`src/rtl/skew_delay_array.sv`:
```
// skew_delay_array
//   Multi-lane delay line that applies a lane-dependent latency. With
//   REVERSE=0, lane i is delayed by BASE+STEP*i cycles. This produces the
//   diagonal skew that a systolic array expects on its row/column inputs.
//   With REVERSE=1, lane i is delayed by BASE+STEP*(LANES-1-i). This removes
//   that skew again on the array outputs.
//   Every stage carries a valid bit next to its data word. Invalid slots
//   always hold zero data, so the array sees zero padding.
//
// Ports
//   clk        rising-edge clock
//   rst        asynchronous active-high reset, clears every stage
//   en         advance enable, 0 freezes every stage
//   flush      synchronous clear of every stage, wins over en
//   in_valid   per-lane input qualifier               [LANES]
//   in_data    per-lane input word, lane i at [i*WIDTH +: WIDTH]
//   out_valid  per-lane delayed qualifier             [LANES]
//   out_data   per-lane delayed word, zero when its out_valid is 0
//   busy       1 while any valid bit is stored in any registered lane
module skew_delay_array #(
  parameter int WIDTH   = 8,
  parameter int LANES   = 4,
  parameter int BASE    = 0,
  parameter int STEP    = 1,
  parameter int REVERSE = 0
) (
  input  logic                   clk,
  input  logic                   rst,
  input  logic                   en,
  input  logic                   flush,
  input  logic [LANES-1:0]       in_valid,
  input  logic [LANES*WIDTH-1:0] in_data,
  output logic [LANES-1:0]       out_valid,
  output logic [LANES*WIDTH-1:0] out_data,
  output logic                   busy
);

  logic [LANES-1:0] lane_busy;

  for (genvar i = 0; i < LANES; i++) begin : g_lane
    localparam int K = (REVERSE != 0) ? (LANES - 1 - i) : i;
    localparam int D = BASE + STEP * K;

    if (D == 0) begin : g_pass
      // A zero-delay lane is pure wiring.
      // Reset, flush and en have no effect on it.
      assign out_valid[i]                = in_valid[i];
      assign out_data[i*WIDTH +: WIDTH]  = in_valid[i] ? in_data[i*WIDTH +: WIDTH] : '0;
      assign lane_busy[i]                = 1'b0;
    end else begin : g_pipe
      logic [D-1:0]     valid_q;
      logic [D-1:0]     valid_d;
      logic [WIDTH-1:0] data_q [D];
      logic [WIDTH-1:0] data_d [D];

      // Stage D-1 takes the input and stage 0 drives the output.
      // Flush beats en. A slot captured without valid stores zero data,
      // so stale words never leak into the padding.
      always_comb begin
        valid_d = valid_q;
        data_d  = data_q;
        if (flush) begin
          valid_d = '0;
          for (int k = 0; k < D; k++) begin
            data_d[k] = '0;
          end
        end else if (en) begin
          for (int k = 0; k < D - 1; k++) begin
            valid_d[k] = valid_q[k+1];
            data_d[k]  = data_q[k+1];
          end
          valid_d[D-1] = in_valid[i];
          data_d[D-1]  = in_valid[i] ? in_data[i*WIDTH +: WIDTH] : '0;
        end
      end

      // Stage registers.
      // Reset clears them immediately, without waiting for a clock edge.
      always_ff @(posedge clk or posedge rst) begin
        if (rst) begin
          valid_q <= '0;
          for (int k = 0; k < D; k++) begin
            data_q[k] <= '0;
          end
        end else begin
          valid_q <= valid_d;
          for (int k = 0; k < D; k++) begin
            data_q[k] <= data_d[k];
          end
        end
      end

      assign out_valid[i]               = valid_q[0];
      assign out_data[i*WIDTH +: WIDTH] = data_q[0] & {WIDTH{valid_q[0]}};
      assign lane_busy[i]               = |valid_q;
    end
  end

  assign busy = |lane_busy;

endmodule

```
`config.mk`:
```
export PLATFORM = sky130hd
export DESIGN_NAME = skew_delay_array
export DESIGN_NICKNAME = d
export VERILOG_FILES = /design/src/rtl/skew_delay_array.sv
export SDC_FILE = /design/constraint.sdc
export NUM_CORES = 1
export LEC_CHECK = 0
export CORE_UTILIZATION = 49
export CTS_BUF_LIST = sky130_fd_sc_hd__clkbuf_8
export CTS_CLUSTER_DIAMETER = 30
export DETAILED_ROUTE_END_ITERATION = 12
export PLACE_DENSITY = 0.82
export SLEW_MARGIN = 20
export SYNTH_ARGS = -nofsm -noshare
export SYNTH_HDL_FRONTEND = slang
export SYNTH_SLANG_ARGS = --single-unit
```
`constraint.sdc`:
```
create_clock -name clk -period 2.2 [get_ports clk]
set_clock_uncertainty 0.2 [all_clocks]
set_input_delay 0.22 -clock clk [delete_from_list [all_inputs] [get_ports clk]]
set_output_delay 0.22 -clock clk [all_outputs]
set_load 0.1 [all_outputs]
```
### Yosys cells after proc, flatten, opt, wreduce, memory -nomap -nowiden

Index checks and enable logic that the tools add are counted.

| word-level totals | value |
|---|---|
| register bits | 54 |
| input bits | 40 |
| output and inout bits | 37 |
| word-level logic and storage cells | 30 |

| cells by class | value |
|---|---|
| mux-type cells | 16 |
| bitwise operators | 3 |
| reductions and logical operators | 2 |

Operators with widths:

| cell | count |
|---|---|
| 24-bit 2-to-1 mux | 2 |
| 8-bit 2-to-1 mux | 6 |
| 16-bit 2-to-1 mux | 2 |
| 8-bit AND | 3 |
| 3-bit 2-to-1 mux | 2 |
| 6-bit OR reduction | 1 |
| 2-bit 2-to-1 mux | 2 |
| 1-bit 2-to-1 mux | 2 |
| 2-bit nonzero test | 1 |

### Longest topological paths before layout

Gate-level depths: netlist of the first run.

| logic depth | value |
|---|---|
| word-level depth | 3 |
| gate-level depth with buffers | 5 |
| mapped depth without buffers | 2 |

### Worst setup path after synthesis of the first run

Ideal clock, no wire load.

| path | value |
|---|---|
| kind | register -> output |
| start | register g_lane[2].g_pipe.valid_q[0] |
| end | output port busy |
| arrival time | 1228 ps |
| required time | 1780 ps |
| slack | 552 ps |
| cell stages (with the launch flop) | 3 |
| path buffers | 0 |
| cell sequence | dfrtp_1 nor4_1 nand2_1 |

| between the ends | value |
|---|---|
| cells in the longest elaborated chain, start to end | 1 |

Ends and longest elaborated chain:

| item | RTL line | RTL |
|---|---|---|
| start: declaration | 51 | `logic [D-1:0] valid_q;` |
| start signal: assignment | 86 | `valid_q <= valid_d;` |
| 6-bit OR reduction | 99 | `assign busy = \|lane_busy;` |
| end: declaration | 35 | `output logic busy` |

Every way passes these cells.

### Worst setup path in the final report of the first run

Ends and elaborated chain as after synthesis.

==> results of run 1 <==
## stage by stage
step	instance area, sq um	power, mW	instances	hold WS [ns]	util (%)
6_report	3900	2.11	380	0.0170	74.4
5_1_grt	3900	2.20	380	0.0463	74.4
4_1_cts	3900	2.14	380	0.0239	74.4
3_5_place_dp	3790	1.48	372	0.306	72.3
3_3_place_gp	3790	1.47	372	0.294	72.3
2_1_floorplan	2730	1.32	244	0.163	-
## synthesized netlist by cell type
master	number
dfrtp_1	54
and2_1	32
nor2_1	31
mux2i_1	30
nand2b_1	24
a21oi_2	20
nand3_2	20
buf_4	10
a21oi_1	4
clkbuf_1	4
nand3_1	4
buf_2	3
buf_12	2
buf_6	2
buf_8	1
inv_1	1
nand2_1	1
nor4_1	1
## registers in the layout, indices dropped and copies added (netlist names)
register,flops
g_lane.g_pipe.data_q,48
g_lane.g_pipe.valid_q,6
## power groups by stage
stage	registers, mW	logic, mW	clock network (mW)
after global routing	1.04	0.445	0.716
after detailed placement	1.06	0.422	0
after CTS	1.04	0.424	0.674
after global placement	1.06	0.416	0
final	1.04	0.419	0.654
after floorplan	1.05	0.274	0
## worst max-delay path: stages, from the launching register on
cell and delay [ns]:
dfrtp_1 0.50, nor4_1 0.27, nand2_1 0.14, buf_12 0.18
## layout make-up
cell class | instances | area [sq um] | share of cell area (%)
well taps | 70 | 87.6 | 2.25
repair buffers | 80 | 1150 | 29.6
inverters | 1 | 3.75 | 0.0963
clock inverters | 3 | 40.0 | 1.03
flip-flops and latches | 54 | 1350 | 34.7
clock buffers | 5 | 68.8 | 1.77
multi-input cells | 167 | 1190 | 30.6
## path summary, 6_finish.rpt
path,endpoint,slack [ns],depth (start not counted)
setup / recovery,busy,0.38,3
hold / removal,g_lane[2].g_pipe.valid_q[1],0.02,2
setup reg to reg,g_lane[1].g_pipe.valid_q,1.12,2
max in group asynchronous,g_lane[3].g_pipe.valid_q[1],1.26,3
min in group clk,g_lane[3].g_pipe.data_q[0],0.14,3
hold reg to reg,g_lane[3].g_pipe.data_q[16],0.32,2
## logic make-up after synthesis
logic type | Yosys count | share of synthesized area [%]
and+or+nand+nor | 113 | 25.5
AOI/OAI and AO/OA | 24 | 7.15
muxes | 30 | 11.0
buffers and inverters | 23 | 6.83
DFF | 54 | 49.5
## routing by layer
layer  vias to the layer above  share of wire [%]  GRT usage, %
li1                        929                  -             -
met5                         -                  0             0
met3                        13                5.7          6.47
met4                         0                2.0          7.50
met2                        55                 50          34.9
met1                       936                 42          26.0
==> flow_metrics.py, run 1 <==
metrics = {
    "outcome": {
        "status": "finished clean",
    },
    "pwr": {
        "pwr-share-clk_pct": 31.0,
        "ir_drop_uv": 442,
        "p_int_mw": 1.53,
        "p_comb_share_pct": 19.8,
        "p_sw_mw": 0.582,
        "p_seq_share_pct": 49.2,
        "power_density_nw_per_um2": 542,
        "switching_share_pct": 27.6,
        "p_leak_nw": 1.71,
    },
    "cells_and_area": {
        "syn_to_final_growth_pct": 42.8,
        "fillCellCount": 379,
        "drive_gt1_share_pct": 29.7,
        "layout_commonest_cell": "dfrtp_1",
        "nNetsFinal": 349,
        "antenna_cells": 0,
        "layout_common_cells": "54 x dfrtp_1, 37 x clkdlybuf4s50_1, 37 x buf_12",
    },
    "cts": {
        "htreeDepth": 2,
        "hold_buffers": 0,
        "path_clk_slew_ns": 0.10,
        "numCtsBuffers": 5,
        "postCtsSetupBuffers": 0,
        "cts_resized": 0,
        "cts.path.max_buffers": 2,
        "clock_latency_ns": 0.31,
        "root_buffer": "clkbuf_8",
        "cts_sinks": 54,
        "cts_tree": "built",
    },
    "routing": {
        "vias": 1933,
        "drc": 0,
        "viasPerCell": 5.09,
        "routed_wl_um": 5600,
        "wl_per_cell_um": 14.7,
        "drtPass1Iterations": 4,
        "drtAntennaViolNets": 0,
        "drtIter0Drc": 83,
    },
    "critical_path": {
        "cp_max_fo": 11,
        "crit_path_start": "g_lane[2].g_pipe.valid_q[0]",
        "path_class": "reg2out",
        "endpoint_kind": "output port",
        "worstPathRequired_ns": 1.78,
        "crit-reg2reg-launch": "g_lane[1].g_pipe.valid_q",
        "arrival_ns": 1.40,
        "cp-start-kind": "register",
    },
    "grt": {
        "grt_pass1_vias": 2000,
        "grt_pass1_wl_um": 9680,
        "grt_overflow": 0,
        "grt_max_degree": 55,
        "grt_util_all_layers_pct": 21.1,
        "grt_antenna_before_repair": 0,
    },
    "sta": {
        "fin_crit_sh_pct": 82.6,
        "setup_ws_ns": 0.382,
        "slew_headroom_pct": 65.8,
        "max_freq_ghz": 0.550,
        "fin_tns_setup_ns": 0,
        "final-max-slew-violation-count": 0,
        "rsz0062_at_grt": "no",
        "min_period_ns": 1.82,
        "hold_viol": 0,
        "setup_viol": 0,
        "tightestPinTransition_ns": 0.511,
    },
    "yosys": {
        "yosys-top-cells-area": "dfrtp_1 49%, mux2i_1 11%, and2_1 7.3%, nand3_2 7.3%, a21oi_2 6.4%",
        "synthCells": 244,
        "synth_top_area_share_pct": 49.5,
        "syn_area_per_cell_sq_um": 11.2,
        "synth_area_leader_cell": "dfrtp_1",
        "syn_nets": 284,
        "ys_types": 18,
        "ys_ff_latch": 54,
        "ys_seq_area_share_pct": 49.5,
        "syn-cell-area_sq_um": 2730,
        "yosys_warnings": 0,
    },
    "run": {
        "drv_cap": 0,
    },
    "die": {
        "rows": 26,
        "io_pins": 77,
        "coreArea_sq_um": 5240,
        "start_util_pct": 52.1,
        "dieArea_sq_um": 5870,
        "chipWidth_um": 76.6,
        "fp.dieH_um": 76.6,
    },
    "placement": {
        "hpwl_um": 3930,
        "dp_slack_ns": 0.464,
        "io_buffer_count": 76,
        "place_congestion": 0.698,
    },
    "hold_path": {
        "hp-class": "in2async",
    },
}
No activity file was read; power rests on OpenSTA's default activity.
==> run 2: changes to the inputs <==
==> constraint.sdc (replaced) <==
create_clock -name clk -period 1.73 [get_ports clk]
set_clock_uncertainty 0.2 [all_clocks]
set_input_delay 0.173 -clock clk [delete_from_list [all_inputs] [get_ports clk]]
set_output_delay 0.173 -clock clk [all_outputs]
set_load 0.1 [all_outputs]
==> run 2 against run 1 <==
  * Die area stayed put
  * Worst hold slack better by 0.028 ns
  * Wire length is 2.2% lower
  * Critical path depth stayed put
  * Largest cell class unchanged
==> flow_metrics.py, run 2 (same netlist as run 1, synthesis figures left out) <==
metrics = {
    "sta": {
        "setup_viol": 0,
        "tightestPinTransition_ns": 0.479,
        "rsz0062_at_grt": "yes",
        "fin_crit_sh_pct": 95.8,
        "setup_ws_ns": 0.0734,
        "max_freq_ghz": 0.604,
        "slew_headroom_pct": 67.9,
        "final-max-slew-violation-count": 0,
        "min_period_ns": 1.66,
        "hold_viol": 0,
    },
    "die": {
        "io_pins": 77,
        "chipWidth_um": 76.6,
        "dieArea_sq_um": 5870,
        "start_util_pct": 52.1,
        "coreArea_sq_um": 5240,
        "fp.dieH_um": 76.6,
        "rows": 26,
    },
    "routing": {
        "viasPerCell": 5.02,
        "drtAntennaViolNets": 0,
        "drc": 0,
        "drtIter0Drc": 95,
        "drtPass1Iterations": 4,
        "wl_per_cell_um": 14.3,
        "vias": 1926,
        "routed_wl_um": 5480,
    },
    "placement": {
        "dp_cells": 374,
        "place_congestion": 0.694,
        "hpwl_um": 3780,
        "dpl_cell_area_sq_um": 3850,
        "io_buffer_count": 76,
        "dp_slack_ns": 0.100,
    },
    "cts": {
        "root_buffer": "clkbuf_8",
        "path_clk_slew_ns": 0.09,
        "cts_sinks": 54,
        "cts_tree": "built",
        "numCtsBuffers": 5,
        "hold_buffers": 0,
        "cts.path.max_buffers": 2,
        "clock_latency_ns": 0.30,
        "htreeDepth": 2,
    },
    "cells_and_area": {
        "drive_gt1_share_pct": 31.5,
        "antenna_cells": 0,
        "fin_util_pct": 76.4,
        "layout_common_cells": "52 x dfrtp_1, 42 x buf_12, 37 x clkdlybuf4s50_1",
        "max_flop_register": "g_lane.g_pipe.data_q",
        "syn_to_final_growth_pct": 46.5,
        "fin_cells": 384,
        "nNetsFinal": 353,
        "top_regs": "g_lane.g_pipe.data_q x48, g_lane.g_pipe.valid_q x6",
        "design_area_sq_um": 4000,
        "largest_register_ffs": 48,
        "layout_commonest_cell": "dfrtp_1",
    },
    "grt": {
        "grt_overflow": 0,
        "grt_pass1_vias": 1976,
        "grt_antenna_before_repair": 0,
        "grt_max_degree": 55,
        "grt_pass1_wl_um": 9380,
        "grt_util_all_layers_pct": 20.3,
    },
    "pwr": {
        "switching_share_pct": 27.4,
        "pwr-share-clk_pct": 29.8,
        "ir_drop_uv": 536,
        "p_comb_share_pct": 20.9,
        "p_seq_share_pct": 49.3,
        "p_sw_mw": 0.732,
        "p_leak_nw": 1.75,
        "p_int_mw": 1.94,
        "power_density_nw_per_um2": 669,
    },
    "outcome": {
        "status": "finished clean",
    },
    "critical_path": {
        "crit-reg2reg-launch": "g_lane[1].g_pipe.valid_q",
        "endpoint_kind": "output port",
        "cp_cell_sequence": "nor4_2 > nand2_1 > buf_12",
        "crit_family": "flip-flops",
        "r2r_cells": 3,
        "arrival_ns": 1.28,
        "path_class": "reg2out",
        "cp-start-kind": "register",
        "r2r-end": "g_lane[1].g_pipe.valid_q",
        "worstPathRequired_ns": 1.36,
        "slowest_stage": "dfrtp_1",
        "cp_num_buf_inv": 1,
        "r2r_setup_slack_ns": 0.64,
        "max_stage_delay_ns": 0.41,
        "cp_max_fo": 2,
    },
    "run": {
        "drv_cap": 0,
    },
    "hold_path": {
        "hp-class": "in2async",
    },
}
run 2: cell count changes in the layout (fill, tap and decap cells not counted), sizes merged:
cell,change
bufinv,-1
buf,+4
clkbuf,+3
clkinv,-2
run 2: final cells by class:
type / count / area (sq um)
inverter: 1 / 3.75
fill: 341 / 1240
clock buffer: 8 / 110
timing repair buffer: 84 / 1250
multi-input combinational: 167 / 1200
sequential: 54 / 1350
tap: 70 / 87.6
run 2: worst max path at each step:
stage          cells past startpoint                    endpoint                         from
4_1_cts                            3                        busy  g_lane[3].g_pipe.valid_q[2]
6_report                           3                        busy  g_lane[3].g_pipe.valid_q[2]
5_1_grt                            3                        busy  g_lane[3].g_pipe.valid_q[2]
2_1_floorplan                      1  g_lane[1].g_pipe.data_q[0]                          rst
3_5_place_dp                       3                 out_data[6]                  in_valid[0]
3_3_place_gp                       3                 out_data[1]                  in_valid[0]
run 2: worst register-to-register path: stages (launching register included):
cell and delay (ns):
dfrtp_2 0.45, buf_12 0.15, mux2i_1 0.12, nor2_1 0.06
run 2: power by group through the flow:
stage / combinational, mW / sequential (mW) / clock, mW
final: 0.560 / 1.32 / 0.796
after global routing: 0.592 / 1.32 / 0.864
after CTS: 0.563 / 1.32 / 0.815
after detailed placement: 0.551 / 1.35 / 0
after global placement: 0.545 / 1.34 / 0
after floorplan: 0.348 / 1.34 / 0
run 2: per-layer routing:
| metal | GRT usage, % | wire length [um] | vias up |
|---|---|---|---|
| met5 | 0 | 0 | - |
| li1 | - | - | 937 |
| met3 | 5.39 | 271 | 8 |
| met1 | 26.0 | 2450 | 928 |
| met4 | 6.15 | 68 | 0 |
| met2 | 33.5 | 2690 | 53 |
run 2: through the flow:
stage / setup TNS, ns / power (mW) / hold slack [ns]
finish: 0 / 2.67 / 0.0452
global placement: 0 / 1.89 / 0.293
detailed placement: 0 / 1.90 / 0.306
CTS: 0 / 2.70 / 0.0554
global route: -0.00850 / 2.78 / 0.0612
floorplan: 0 / 1.68 / 0.116
run 2: what timing repair did:
item | in CTS | in global routing
setup buffers | 1 | 1
endpoints found under the setup margin | 1 | 9
resized for setup | 2 | 1
==> run 3: changes to the inputs <==
--- a/config.mk
+++ b/config.mk
@@ -9,6 +9,7 @@
 export CTS_BUF_LIST = sky130_fd_sc_hd__clkbuf_8
 export CTS_CLUSTER_DIAMETER = 30
 export DETAILED_ROUTE_END_ITERATION = 12
+export GPL_TIMING_DRIVEN = 0
 export PLACE_DENSITY = 0.82
 export SLEW_MARGIN = 20
 export SYNTH_ARGS = -nofsm -noshare
==> run 3 against run 2 <==
  * Worst setup slack lost 0.015 ns
  * Fmax shrank 0.88%
  * Clock-buffer cell count is 2 lower
  * Wire length up 3.4%
  * Worst hold slack improved by 0.076 ns
  * Cell area fell by 9.6%
  * Via count up 0.99%
  * Sequential share of layout area grew 3.6 points
  * Combinational power down 7.9%
  * Largest cell class unchanged
  * Largest power group unchanged
==> flow_metrics.py, run 3 (same netlist as run 1, synthesis figures left out) <==
metrics = {
    "outcome": {
        "status": "finished clean",
    },
    "routing": {
        "drtPass1Iterations": 4,
        "vias": 1945,
        "drtIter0Drc": 126,
        "drc": 0,
        "routed_wl_um": 5660,
        "wl_per_cell_um": 14.1,
        "drtAntennaViolNets": 0,
        "viasPerCell": 4.85,
    },
    "cts": {
        "cts_tree": "built",
        "numCtsBuffers": 5,
        "root_buffer": "clkbuf_8",
        "cts_sinks": 54,
        "clock_latency_ns": 0.30,
        "cts.path.max_buffers": 2,
        "htreeDepth": 2,
        "path_clk_slew_ns": 0.09,
    },
    "critical_path": {
        "cp_max_fo": 3,
        "max_stage_delay_ns": 0.42,
        "cp-start-kind": "register",
        "cp_cell_sequence": "nor4_2 > nand2_1 > buf_6",
        "path_class": "reg2out",
        "endpoint_kind": "output port",
        "arrival_ns": 1.30,
        "r2r_setup_slack_ns": 0.34,
        "slowest_stage": "dfrtp_1",
        "worstPathRequired_ns": 1.36,
    },
    "sta": {
        "tightestPinTransition_ns": 0.646,
        "hold_viol": 0,
        "fin_crit_sh_pct": 96.6,
        "setup_viol": 0,
        "rsz0062_at_grt": "no",
        "slew_headroom_pct": 56.9,
        "final-max-slew-violation-count": 0,
        "fin_tns_setup_ns": 0,
        "max_freq_ghz": 0.598,
        "min_period_ns": 1.67,
    },
    "cells_and_area": {
        "design_area_sq_um": 3620,
        "layout_commonest_cell": "dfrtp_1",
        "syn_to_final_growth_pct": 32.4,
        "layout_common_cells": "51 x dfrtp_1, 40 x buf_4, 34 x clkdlybuf4s50_1",
        "max_flop_register": "g_lane.g_pipe.data_q",
        "fin_util_pct": 69.0,
        "nNetsFinal": 370,
        "antenna_cells": 0,
        "largest_register_ffs": 48,
        "drive_gt1_share_pct": 33.2,
        "top_regs": "g_lane.g_pipe.data_q x48, g_lane.g_pipe.valid_q x6",
    },
    "pwr": {
        "ir_drop_uv": 515,
        "finalPower_mw": 2.55,
        "p_leak_nw": 1.69,
        "power_density_nw_per_um2": 704,
    },
    "grt": {
        "grt_antenna_before_repair": 0,
        "grt_overflow": 0,
        "grt_util_all_layers_pct": 20.9,
        "grt_pass1_wl_um": 9650,
        "grt_pass1_vias": 2025,
        "grt_max_degree": 55,
    },
    "die": {
        "dieArea_sq_um": 5870,
        "coreArea_sq_um": 5240,
        "io_pins": 77,
        "chipWidth_um": 76.6,
        "rows": 26,
        "start_util_pct": 52.1,
        "fp.dieH_um": 76.6,
    },
    "placement": {
        "dpl_cell_area_sq_um": 3530,
        "io_buffer_count": 71,
        "hpwl_um": 4030,
        "place_congestion": 0.708,
    },
    "run": {
        "drv_cap": 0,
    },
    "hold_path": {
        "hp-class": "in2async",
    },
}
## run 3: changes by cell type in the layout (fill, tap and decap cells not counted), moves of 3 or more
cell and delta:
dlygate4sd3_1 +5, clkdlybuf4s50_1 -3, clkbuf_4 +9, clkbuf_1 +4
buf_12 -40, buf_6 +3, buf_4 +36
## run 3: final timing paths
check,from,endpoint,depth (start not counted)
min in group clk,en,g_lane[3].g_pipe.data_q[7],4
worst max-delay path,g_lane[3].g_pipe.valid_q[2],busy,3
worst min-delay path,rst,g_lane[2].g_pipe.data_q[8],2
worst min register to register,g_lane[2].g_pipe.data_q[12],g_lane[2].g_pipe.data_q[12],2
max in group asynchronous,rst,g_lane[1].g_pipe.valid_q,2
worst max register to register,g_lane[1].g_pipe.data_q[7],g_lane[1].g_pipe.data_q[7],3
## run 3: metrics by stage
step	cells	worst slack (ns)	hold slack [ns]
finish	401	0.0587	0.121
global route	401	0.00464	0.157
CTS	398	-0.00827	0.136
detailed placement	385	-0.706	0.277
global placement	385	-0.969	0.262
floorplan	244	0.0424	0.116
## run 3: where the power goes
| group | leakage, nW | switching, mW | internal, mW |
|---|---|---|---|
| clock | 0.0524 | 0.392 | 0.318 |
| sequential | 0.737 | 0.0247 | 1.30 |
| combinational | 0.902 | 0.313 | 0.203 |
## run 3: worst max-delay path, delay by kind of cell (launching register included)
kind / cells / cell delay [ns]
buffers and inverters: 1 / 0.19
AND/OR/NAND/NOR: 2 / 0.39
flip-flops: 1 / 0.42
## run 3: timing repair
action / 4_1_cts / 5_1_grt
buffers inserted: 0 / 3
hold buffers: 5 / 0
gates cloned: 0 / 0
setup endpoints to repair: 37 / 18
gates resized for setup: 216 / 11
endpoints found under the hold margin: 23 / 0
## run 3: area by class of cell
| type | instances | area [sq um] |
|---|---|---|
| buffer | 22 | 183 |
| clock buffer | 6 | 82.6 |
| clock inverter | 2 | 8.76 |
| fill | 420 | 1620 |
| inverter | 1 | 6.26 |
| multi-input combinational | 167 | 1200 |
| sequential | 54 | 1360 |
| tap | 70 | 87.6 |
| timing repair buffer | 79 | 694 |
## run 3: per-layer routing
layer,global-route usage (%),part of all wire (%),up-vias
li1,-,-,971
met1,27.5,46,917
met2,35.2,49,51
met3,5.03,4.7,6
met4,4.04,0.71,0
met5,0,0,-
